File: config.mk
export PLATFORM = sky130hd
export DESIGN_NAME = seg_scan_ctrl
export DESIGN_NICKNAME = d
export VERILOG_FILES = /design/src/rtl/seg_scan_ctrl_pkg.sv /design/src/rtl/seg_hex_decode.sv /design/src/rtl/seg_scan_ctrl.sv
export SDC_FILE = /design/constraint.sdc
export NUM_CORES = 1
export LEC_CHECK = 0
export ABC_AREA = 1
export BUFFER_PORTS_ARGS = -buffer_cell sky130_fd_sc_hd__clkbuf_2
export CAP_MARGIN = 15
export CORE_AREA = 2 2 137 139
export DETAILED_ROUTE_END_ITERATION = 10
export DIE_AREA = 0 0 139 141
export GPL_TIMING_DRIVEN = 1
export PLACE_DENSITY = 0.79
export SLEW_MARGIN = 20
export SYNTH_ARGS = -nofsm -noshare
export SYNTH_HDL_FRONTEND = slang
export SYNTH_SLANG_ARGS = --single-unit
File: constraint.sdc
create_clock -name clk -period 2.77 [get_ports clk]
set_input_delay 0.1385 -clock clk [delete_from_list [all_inputs] [get_ports clk]]
set_output_delay 0.1385 -clock clk [all_outputs]
set_load 0.03 [all_outputs]
File: src/rtl/seg_scan_ctrl_pkg.sv
// Shared definitions for the seven-segment scan controller: glyph codes and scan FSM states.
// Glyph constants are active-low {dp,g,f,e,d,c,b,a} with the decimal point off.
package seg_scan_ctrl_pkg;

    localparam logic [7:0] SEG_OFF  = 8'hff;

    localparam logic [7:0] SEG_NUM0 = 8'hc0;
    localparam logic [7:0] SEG_NUM1 = 8'hf9;
    localparam logic [7:0] SEG_NUM2 = 8'ha4;
    localparam logic [7:0] SEG_NUM3 = 8'hb0;
    localparam logic [7:0] SEG_NUM4 = 8'h99;
    localparam logic [7:0] SEG_NUM5 = 8'h92;
    localparam logic [7:0] SEG_NUM6 = 8'h82;
    localparam logic [7:0] SEG_NUM7 = 8'hf8;
    localparam logic [7:0] SEG_NUM8 = 8'h80;
    localparam logic [7:0] SEG_NUM9 = 8'h90;
    localparam logic [7:0] SEG_NUMA = 8'h88;
    localparam logic [7:0] SEG_NUMB = 8'h83;
    localparam logic [7:0] SEG_NUMC = 8'hc6;
    localparam logic [7:0] SEG_NUMD = 8'ha1;
    localparam logic [7:0] SEG_NUME = 8'h86;
    localparam logic [7:0] SEG_NUMF = 8'h8e;

    // DEAD: all selects off at slot start; ON: digit may be driven, gated by PWM.
    typedef enum logic {
        ST_DEAD = 1'b0,
        ST_ON   = 1'b1
    } scan_state_t;

endpackage

File: src/rtl/seg_hex_decode.sv
// Hex nibble to active-low seven-segment glyph {g,f,e,d,c,b,a}; purely combinational.
module seg_hex_decode
    import seg_scan_ctrl_pkg::*;
(
    input  logic [3:0] nibble,
    output logic [6:0] glyph
);

    always_comb begin
        glyph = SEG_OFF[6:0];
        case (nibble)
            4'h0: glyph = SEG_NUM0[6:0];
            4'h1: glyph = SEG_NUM1[6:0];
            4'h2: glyph = SEG_NUM2[6:0];
            4'h3: glyph = SEG_NUM3[6:0];
            4'h4: glyph = SEG_NUM4[6:0];
            4'h5: glyph = SEG_NUM5[6:0];
            4'h6: glyph = SEG_NUM6[6:0];
            4'h7: glyph = SEG_NUM7[6:0];
            4'h8: glyph = SEG_NUM8[6:0];
            4'h9: glyph = SEG_NUM9[6:0];
            4'ha: glyph = SEG_NUMA[6:0];
            4'hb: glyph = SEG_NUMB[6:0];
            4'hc: glyph = SEG_NUMC[6:0];
            4'hd: glyph = SEG_NUMD[6:0];
            4'he: glyph = SEG_NUME[6:0];
            4'hf: glyph = SEG_NUMF[6:0];
            default: glyph = SEG_OFF[6:0];
        endcase
    end

endmodule

File: src/rtl/seg_scan_ctrl.sv
// Multiplexed seven-segment scanner with dead time, PWM brightness, blanking, leading-zero
// suppression and a double-buffered frame write port that swaps only at frame boundaries.
module seg_scan_ctrl
    import seg_scan_ctrl_pkg::*;
#(
    parameter int DIGITS      = 16,
    parameter int CLK_DIV     = 10000,
    parameter int DEAD_CYC    = 16,
    parameter int BRIGHT_W    = 4,
    parameter int SEL_ACT_LOW = 1,
    parameter int SEG_ACT_LOW = 1
) (
    input  logic                  clk,
    input  logic                  rst,
    input  logic                  wr_valid,
    output logic                  wr_ready,
    input  logic [4*DIGITS-1:0]   wr_data,
    input  logic [DIGITS-1:0]     wr_dp,
    input  logic [DIGITS-1:0]     blank_mask,
    input  logic                  lz_en,
    input  logic [BRIGHT_W-1:0]   bright,
    input  logic                  disp_en,
    output logic                  frame_done,
    output logic [DIGITS-1:0]     dig_sel,
    output logic [7:0]            seg
);

    localparam int SLOT_W = $clog2(CLK_DIV);
    localparam int IDX_W  = (DIGITS > 1) ? $clog2(DIGITS) : 1;
    localparam logic [SLOT_W-1:0] SLOT_LAST = SLOT_W'(CLK_DIV - 1);
    localparam logic [SLOT_W-1:0] DEAD_END  = SLOT_W'(DEAD_CYC);
    localparam logic [IDX_W-1:0]  IDX_LAST  = IDX_W'(DIGITS - 1);
    localparam logic [DIGITS-1:0] SEL_OFF   = (SEL_ACT_LOW != 0) ? {DIGITS{1'b1}} : {DIGITS{1'b0}};
    localparam logic [7:0]        SEG_DARK  = (SEG_ACT_LOW != 0) ? SEG_OFF : ~SEG_OFF;

    // Handshake: a write is accepted on any cycle with wr_valid & wr_ready; wr_ready is the
    // registered complement of pending, so at most one frame waits in the shadow buffer.
    scan_state_t           state;
    logic [SLOT_W-1:0]     slot_cnt, slot_nxt;
    logic [IDX_W-1:0]      dig_idx, dig_nxt;
    logic [BRIGHT_W-1:0]   pwm_cnt;
    logic [4*DIGITS-1:0]   act_data, shd_data;
    logic [DIGITS-1:0]     act_dp, shd_dp;
    logic                  pending;
    logic [DIGITS-1:0]     dark;
    logic                  zero_run;
    logic [3:0]            cur_nib;
    logic                  cur_dp, cur_dark, lit;
    logic [6:0]            cur_glyph;
    logic [7:0]            seg_lo;
    logic [DIGITS-1:0]     sel_hot;

    assign wr_ready = ~pending;

    always_comb begin
        slot_nxt = (slot_cnt == SLOT_LAST) ? '0 : slot_cnt + 1'b1;
        dig_nxt  = dig_idx;
        if (slot_cnt == SLOT_LAST)
            dig_nxt = (dig_idx == IDX_LAST) ? '0 : dig_idx + 1'b1;
    end

    // Leading-zero chain walks from the most significant digit down; digit 0 always shows.
    always_comb begin
        zero_run = 1'b1;
        dark     = '0;
        for (int i = DIGITS - 1; i >= 0; i--) begin
            zero_run = zero_run & (act_data[4*i +: 4] == 4'h0);
            dark[i]  = ~disp_en | blank_mask[i] | (lz_en & zero_run & (i != 0));
        end
    end

    always_comb begin
        cur_nib  = 4'h0;
        cur_dp   = 1'b0;
        cur_dark = 1'b1;
        for (int i = 0; i < DIGITS; i++) begin
            if (dig_idx == IDX_W'(i)) begin
                cur_nib  = act_data[4*i +: 4];
                cur_dp   = act_dp[i];
                cur_dark = dark[i];
            end
        end
    end

    seg_hex_decode u_dec (
        .nibble (cur_nib),
        .glyph  (cur_glyph)
    );

    always_comb begin
        seg_lo  = {~cur_dp, cur_glyph};
        sel_hot = DIGITS'(1) << dig_idx;
        lit     = (state == ST_ON) && (pwm_cnt <= bright) && !cur_dark;
    end

    always_ff @(posedge clk) begin
        if (rst) begin
            state      <= ST_DEAD;
            slot_cnt   <= '0;
            dig_idx    <= '0;
            pwm_cnt    <= '0;
            frame_done <= 1'b0;
            dig_sel    <= SEL_OFF;
            seg        <= SEG_DARK;
            pending    <= 1'b0;
            act_data   <= '0;
            act_dp     <= '0;
            shd_data   <= '0;
            shd_dp     <= '0;
        end else begin
            slot_cnt   <= slot_nxt;
            dig_idx    <= dig_nxt;
            state      <= (slot_nxt < DEAD_END) ? ST_DEAD : ST_ON;
            pwm_cnt    <= (slot_nxt == DEAD_END) ? '0 : pwm_cnt + 1'b1;
            frame_done <= (slot_nxt == SLOT_LAST) && (dig_nxt == IDX_LAST);

            // seg only moves with dig_idx, which changes while selects are off in DEAD.
            dig_sel <= lit ? ((SEL_ACT_LOW != 0) ? ~sel_hot : sel_hot) : SEL_OFF;
            seg     <= cur_dark ? SEG_DARK : ((SEG_ACT_LOW != 0) ? seg_lo : ~seg_lo);

            // frame_done marks the last cycle of the frame, so the swap lands on digit 0.
            if (wr_valid && !pending) begin
                shd_data <= wr_data;
                shd_dp   <= wr_dp;
                pending  <= 1'b1;
            end else if (frame_done && pending) begin
                act_data <= shd_data;
                act_dp   <= shd_dp;
                pending  <= 1'b0;
            end
        end
    end

endmodule

==> results.ini, run 1 <==
[run_status]
status=finished with violations
violations=setup timing

[global_routing]
first_global_vias=8988
grt_max_degree=81
grt_usage_pct=25.42
antenna_found_initial=0
gr-total-overflow=0
grt_pass1_wl_um=41770

[critical_path]
crit_start=dig_idx[1]
crit_arrival_ps=3490
cp-start-kind=flop
path_class=reg -> reg
rrSetupSlack_ps=-280
critPathRequiredTime_ps=3210
end_kind=flop
path_max_fanout=6
r2r_start=dig_idx[1]
r2r-end=seg[5]
rr_worst_depth=22
endpoint=seg[5]

[timing]
max_slew.worst_pin.slew_ps=876.3
rsz0062_at_grt=yes
setup_ws_ps=-279.0
min_period_over_period_pct=110.1
max_freq_ghz=0.3280
fin_crit_ps=3049
fin_worst_skew_ps=15.02
finalSetupViolations=24
max_slew_margin_pct=41.58
slew_violations=0
hold_viol=0

[detailed_routing]
vias=9303
ant_nets=0
dr.first_iter.drc_count=793
drc_errors=0
wl_um=26040
first_pass_iters=5
avgRoutedWirePerCell_um=14.72
vias_per_cell=5.259

[clock_network]
clk_latency_ps=510
cts_buffer_depth=3
cts_made_buffers=22
clk_pin_slew_ps=60
clock_sinks=209
cts_root_buf=clkbuf_16
htree_levels=1
cts_tree=built

[yosys]
ys_seq_elements=209
yosysWarningCount=0
synthesis.area_um2=8965
avgSynthCellArea_um2=7.427
synth.distinct_cells=46
synth_mux_area_share_pct=0
syn_inst=1207
syn_nets=1331
synth-xor-area-share_pct=0.5862
ys_top_cells_by_area=dfxtp_1, nor2_1, o21ai_0
synth_compound_area_share_pct=16.87
yosys.area_share.simple_pct=26.89
synth_top_family_by_area=simple AND/OR/NAND/NOR gates
synth_fa_ha_area_share_pct=2.652
synth_top_area_share_pct=46.67
yosysSeqAreaShare_pct=46.67
yosysTopAreaCell=dfxtp_1

[finish]
final_util_pct=68.77
layout-drive-gt1-share_pct=26.27
stdcell_area_um2=12560
final_nets=1642
area_growth_pct=40.13

[die]
core_um2=18270
fp.dieArea_um2=19600
die_x_um=139
ios=131
start_util_pct=49.08
die_h_um=141
std_cell_rows=50

[flow_run]
maxCapViolCount=0

[placed_design]
placed_area_um2=10570
dp_hpwl_um=16310
routabilityCongestion=0.9211
numPortBuffers=130

[power]
p_leak_nw=5.346
p_per_area_nw_per_um2=531.2
power_mw=6.673
ir_drop_uv=454.4

[min_path]
hold_class=in -> reg

synthesized netlist by cell type, drive strengths merged:
| master | count |
|---|---|
| nand3 | 44 |
| a22oi | 1 |
| or2 | 1 |
| o31ai | 6 |
| nor3b | 1 |
| a2111oi | 1 |
| buf | 4 |
| o22ai | 3 |
| o21ai | 201 |
| nand2 | 110 |
| nor3 | 11 |
| clkinv | 4 |
| a2111o | 1 |
| o2111ai | 2 |
| ha | 19 |
| a21boi | 1 |
| nand3b | 1 |
| a211oi | 2 |
| nor2 | 347 |
| dfxtp | 209 |
| inv | 84 |
| o221ai | 3 |
| clkbuf | 54 |
| a21oi | 43 |
| xor2 | 4 |
| or4 | 3 |
| xnor2 | 2 |
| nand4 | 12 |
| o211ai | 11 |
| a31oi | 5 |
| nor4 | 17 |
worst max-delay path, stage by stage (launching register included):
cell and delay (ps):
dfxtp_4 380, inv_4 50, ha_4 160, inv_4 70
nor2_4 50, nand2_1 60, nand3_1 80, o21ai_1 100
o221ai_1 130, a21oi_1 200, o21ai_1 80, o22ai_1 180
a21oi_1 100, a2111oi_2 280, o21ai_1 110, nand2_1 150
o21ai_4 120, inv_2 90, ha_2 200, nand2_1 80
nor2_2 170, a21oi_1 70, nand2_1 70
metrics by stage:
stage	hold slack [ps]	std cells	setup WS, ps	setup TNS, ps
after floorplan	290.1	1207	17.46	0
after global placement	391.4	1628	-434.2	-5725
after detailed placement	394.7	1628	-471.2	-6741
after CTS	49.04	1757	-203.1	-2774
after global routing	78.07	1768	-458.0	-10660
final	64.60	1769	-279.0	-4802
cells in the final DEF, fill, tap and decap left out, types with 12 or more instances in the layout:
cell type	Yosys	final
nor2_1	337	332
dfxtp_1	209	204
o21ai_0	184	178
clkbuf_2	0	130
buf_4	0	125
nand2_1	106	102
dlygate4sd3_1	0	81
inv_1	67	58
a21oi_1	42	40
nand3_1	29	26
clkbuf_16	0	23
inv_2	17	21
o21ai_1	16	17
nand3_2	14	17
nor4_1	14	13
ha_1	19	12
how the worst min path moves through the flow:
stage / start / to / slack, ps / depth (start not counted)
floorplan: wr_valid / pending / 290 / 2
global placement: wr_data[19] / shd_data[19] / 390 / 3
detailed placement: wr_data[52] / shd_data[52] / 390 / 3
CTS: rst / slot_cnt[1] / 50 / 3
global route: rst / slot_cnt[1] / 80 / 3
finish: rst / slot_cnt[1] / 60 / 3
state kept, by name (all words and copies together) (netlist names):
register	cells
act_data	64
state	1
act_dp	16
seg	8
dig_sel	16
dig_idx	4
pending	1
frame_done	1
slot_cnt	14
pwm_cnt	4
shd_dp	16
shd_data	64
where the power goes:
part | total, mW | internal [mW] | leakage, nW | switching [mW]
registers | 3.16 | 3.11 | 1.71 | 0.0572
logic | 0.525 | 0.243 | 3.29 | 0.282
clock network | 2.98 | 1.77 | 0.349 | 1.21
layer usage:
layer	global-route usage (%)	vias to the layer above	share of wire (%)
met3	3.906	84	5.9
met1	30.59	4273	41
met2	45.61	327	49
met4	10.26	0	4.0
met5	0	-	0
li1	-	4619	-
cell families after synthesis:
group | after synthesis
buf+inv | 146
fa+ha+maj | 19
xor+xnor | 6
simple gates | 547
flops | 209
compound gates | 280
final cells by class:
cell class,count,area (µm²)
fill,1394,5705
multi-input combinational,855,4512
sequential,209,4195
timing repair buffer,342,2476
clock buffer,30,621.8
inverter,88,344.1
tap,234,292.8
clock inverter,10,117.6
antenna,1,2.502
repair_timing:
action | 4_1_cts | 5_1_grt
endpoints found under the setup margin | 24 | 30
pin swaps | 21 | 23
hold endpoints to repair | 81 | 0
hold buffers | 81 | 0
gates cloned | 3 | 0
setup buffers | 6 | 11
gates resized for setup | 46 | 36
Note: power is estimated with default switching activity, not from simulation.
==> inputs of run 2 (changes only) <==
--- a/config.mk
+++ b/config.mk
@@ -12,7 +12,8 @@
 export DETAILED_ROUTE_END_ITERATION = 10
 export DIE_AREA = 0 0 139 141
 export GPL_TIMING_DRIVEN = 1
-export PLACE_DENSITY = 0.79
+export PLACE_DENSITY = 0.73
+export SKIP_LAST_GASP = 1
 export SLEW_MARGIN = 20
 export SYNTH_ARGS = -nofsm -noshare
 export SYNTH_HDL_FRONTEND = slang
==> run 2 against run 1 <==
Net effect: the flow still finishes with violations (setup timing); first-iteration DRC count down 27%; largest cell class unchanged; hold slack lost 9.4 ps; global-route usage fell by 0.50 points; final area is 0.49% higher; combinational power is essentially flat; sequential power is essentially flat; sequential share of layout area is 0.15 points lower; non-clock buffer count shrank 3; sequential cell count unchanged; critical path depth fell by 1; cell count is 0.28% lower.
==> results.ini, run 2 (synthesis gave the netlist of run 1 again) <==
[critical_path]
r2r-end=seg[0]  ; was seg[5]
path_max_fanout=4  ; was 6
endpoint=seg[0]  ; was seg[5]
rr_worst_depth=21  ; was 22
path_class=reg -> reg  ; unchanged
crit_start=dig_idx[1]  ; unchanged
r2r_start=dig_idx[1]  ; unchanged
end_kind=flop  ; unchanged
rrSetupSlack_ps=-270  ; was -280 ps
crit_arrival_ps=3410  ; was 3490 ps
critPathRequiredTime_ps=3140  ; was 3210 ps
cp-start-kind=flop  ; unchanged

[finish]
multi_input_area_um2=4502  ; was 4512 µm²
nFillCells=1432  ; was 1394
reg_top3=act_data x64, shd_data x64  ; unchanged
area_growth_pct=40.81  ; was 40.13%
layout_common_cells=nor2_1, dfxtp_1, o21ai_0  ; unchanged
seqCellArea_um2=4197  ; was 4195 µm²
final_common_cell=nor2_1  ; unchanged
stdcell_area_um2=12620  ; was 12560 µm²
final_util_pct=69.10  ; was 68.77%
fin_cells=1764  ; was 1769
final_nets=1638  ; was 1642
diodes=0  ; was 1
layout-drive-gt1-share_pct=26.67  ; was 26.27%

[flow_run]
maxCapViolCount=0  ; unchanged

[run_status]
violations=setup timing  ; unchanged
status=finished with violations  ; unchanged

[power]
p_seq_share_pct=45.7  ; was 47.4%
p_per_area_nw_per_um2=548.6  ; was 531.2 nW/µm²
clkPwrFrac_pct=46.8  ; was 44.7%
internal-power_mw=5.403  ; was 5.125 mW
p_leak_nw=5.413  ; was 5.346 nW
sw_frac_of_total_pct=21.98  ; was 23.20%
p_sw_mw=1.523  ; was 1.548 mW
combPwrFrac_pct=7.5  ; was 7.9%
power_mw=6.926  ; was 6.673 mW
ir_drop_uv=494.4  ; was 454.4 µV

[die]
die_x_um=139  ; unchanged
start_util_pct=49.08  ; unchanged
fp.dieArea_um2=19600  ; unchanged
ios=131  ; unchanged
core_um2=18270  ; unchanged
die_h_um=141  ; unchanged
std_cell_rows=50  ; unchanged

[timing]
fin_worst_skew_ps=12.47  ; was 15.02 ps
rsz0062_at_grt=yes  ; unchanged
max_slew_margin_pct=47.70  ; was 41.58%
max_slew.worst_pin.slew_ps=784.4  ; was 876.3 ps
finalSetupViolations=24  ; unchanged
min_period_over_period_pct=109.9  ; was 110.1%
slew_violations=0  ; unchanged
tns_ps=-3536  ; was -4802 ps
fin_crit_ps=3043  ; was 3049 ps
setup_ws_ps=-273.0  ; was -279.0 ps
max_freq_ghz=0.3286  ; was 0.3280 GHz
hold_ws_ps=55.17  ; was 64.60 ps
hold_viol=0  ; unchanged

[clock_network]
cts_tree=built  ; unchanged
cts_root_buf=clkbuf_16  ; unchanged
clk_pin_slew_ps=60  ; about the same
cts_made_buffers=22  ; unchanged
htree_levels=1  ; unchanged
clock_sinks=209  ; unchanged
cts_buffer_depth=3  ; unchanged
clk_latency_ps=510  ; about the same

[placed_design]
place_inst=1619  ; was 1628
dp_hpwl_um=16410  ; was 16310 µm
numPortBuffers=130  ; unchanged
pre_cts_slack_ps=-380.5  ; was -471.2 ps
routabilityCongestion=0.9217  ; was 0.9211
placed_area_um2=10510  ; was 10570 µm²

[global_routing]
grt_usage_pct=24.92  ; was 25.42%
first_global_vias=8852  ; was 8988
gr-total-overflow=0  ; unchanged
grt_pass1_wl_um=40790  ; was 41770 µm
antenna_found_initial=0  ; unchanged
grt_max_degree=99  ; was 81

[detailed_routing]
vias_per_cell=5.195  ; was 5.259
drc_errors=0  ; unchanged
vias=9164  ; was 9303
wl_um=25490  ; was 26040 µm
ant_nets=0  ; unchanged
avgRoutedWirePerCell_um=14.45  ; was 14.72 µm
first_pass_iters=6  ; was 5
dr.first_iter.drc_count=576  ; was 793

[min_path]
hold_class=in -> reg  ; unchanged

## run 2: cell type report
cell class	instances	area share (%)
Multi-Input combinational cell	854	35.66
Clock buffer	32	5.303
Clock inverter	8	1.160
Inverter	88	2.686
Tap cell	234	2.319
Sequential cell	209	33.24
Timing Repair Buffer	339	19.63
## run 2: power by group through the flow
stage                     sequential, mW  clock (mW)  combinational [mW]
after floorplan                     3.22           0               0.253
after global placement              3.22           0               0.392
after detailed placement            3.23           0               0.404
after CTS                           3.16        3.27               0.508
after global routing                3.17        3.40               0.583
final                               3.16        3.24               0.522
## run 2: worst min path at each step
stage | from | end | slack (ps) | cells past startpoint
floorplan | wr_valid | pending | 290 | 2
global placement | wr_data[31] | shd_data[31] | 390 | 3
global route | rst | slot_cnt[1] | 110 | 2
CTS | rst | slot_cnt[1] | 60 | 2
finish | rst | slot_cnt[1] | 60 | 2
detailed placement | wr_data[32] | shd_data[32] | 390 | 3
## run 2: routing by layer
| metal | wire [µm] | vias up | track usage (%) |
|---|---|---|---|
| li1 | - | 4609 | - |
| met1 | 10600 | 4200 | 30.40 |
| met2 | 12540 | 288 | 44.75 |
| met3 | 1403 | 67 | 3.397 |
| met4 | 947 | 0 | 9.623 |
| met5 | 0 | - | 0 |
## run 2: repair_timing
action	in CTS	in global routing
setup buffers	17	6
pin swaps	24	26
gates resized for setup	48	39
setup endpoints to repair	24	29
hold buffers	81	0
gates cloned	2	0
hold endpoints to repair	81	0
## run 2: critical path: stages (launching register included)
cell and delay [ps]:
dfxtp_4 390, inv_4 60, ha_4 150, inv_2 90
buf_4 130, nand3_2 80, nand3_2 80, o21ai_1 70
o221ai_1 170, a21oi_1 110, o21ai_1 150, o22ai_2 100
a21oi_2 180, a2111oi_4 60, o21ai_1 160, nand2_1 90
o21ai_2 100, inv_2 90, buf_4 140, ha_1 210
o211ai_1 190, nand3_2 90
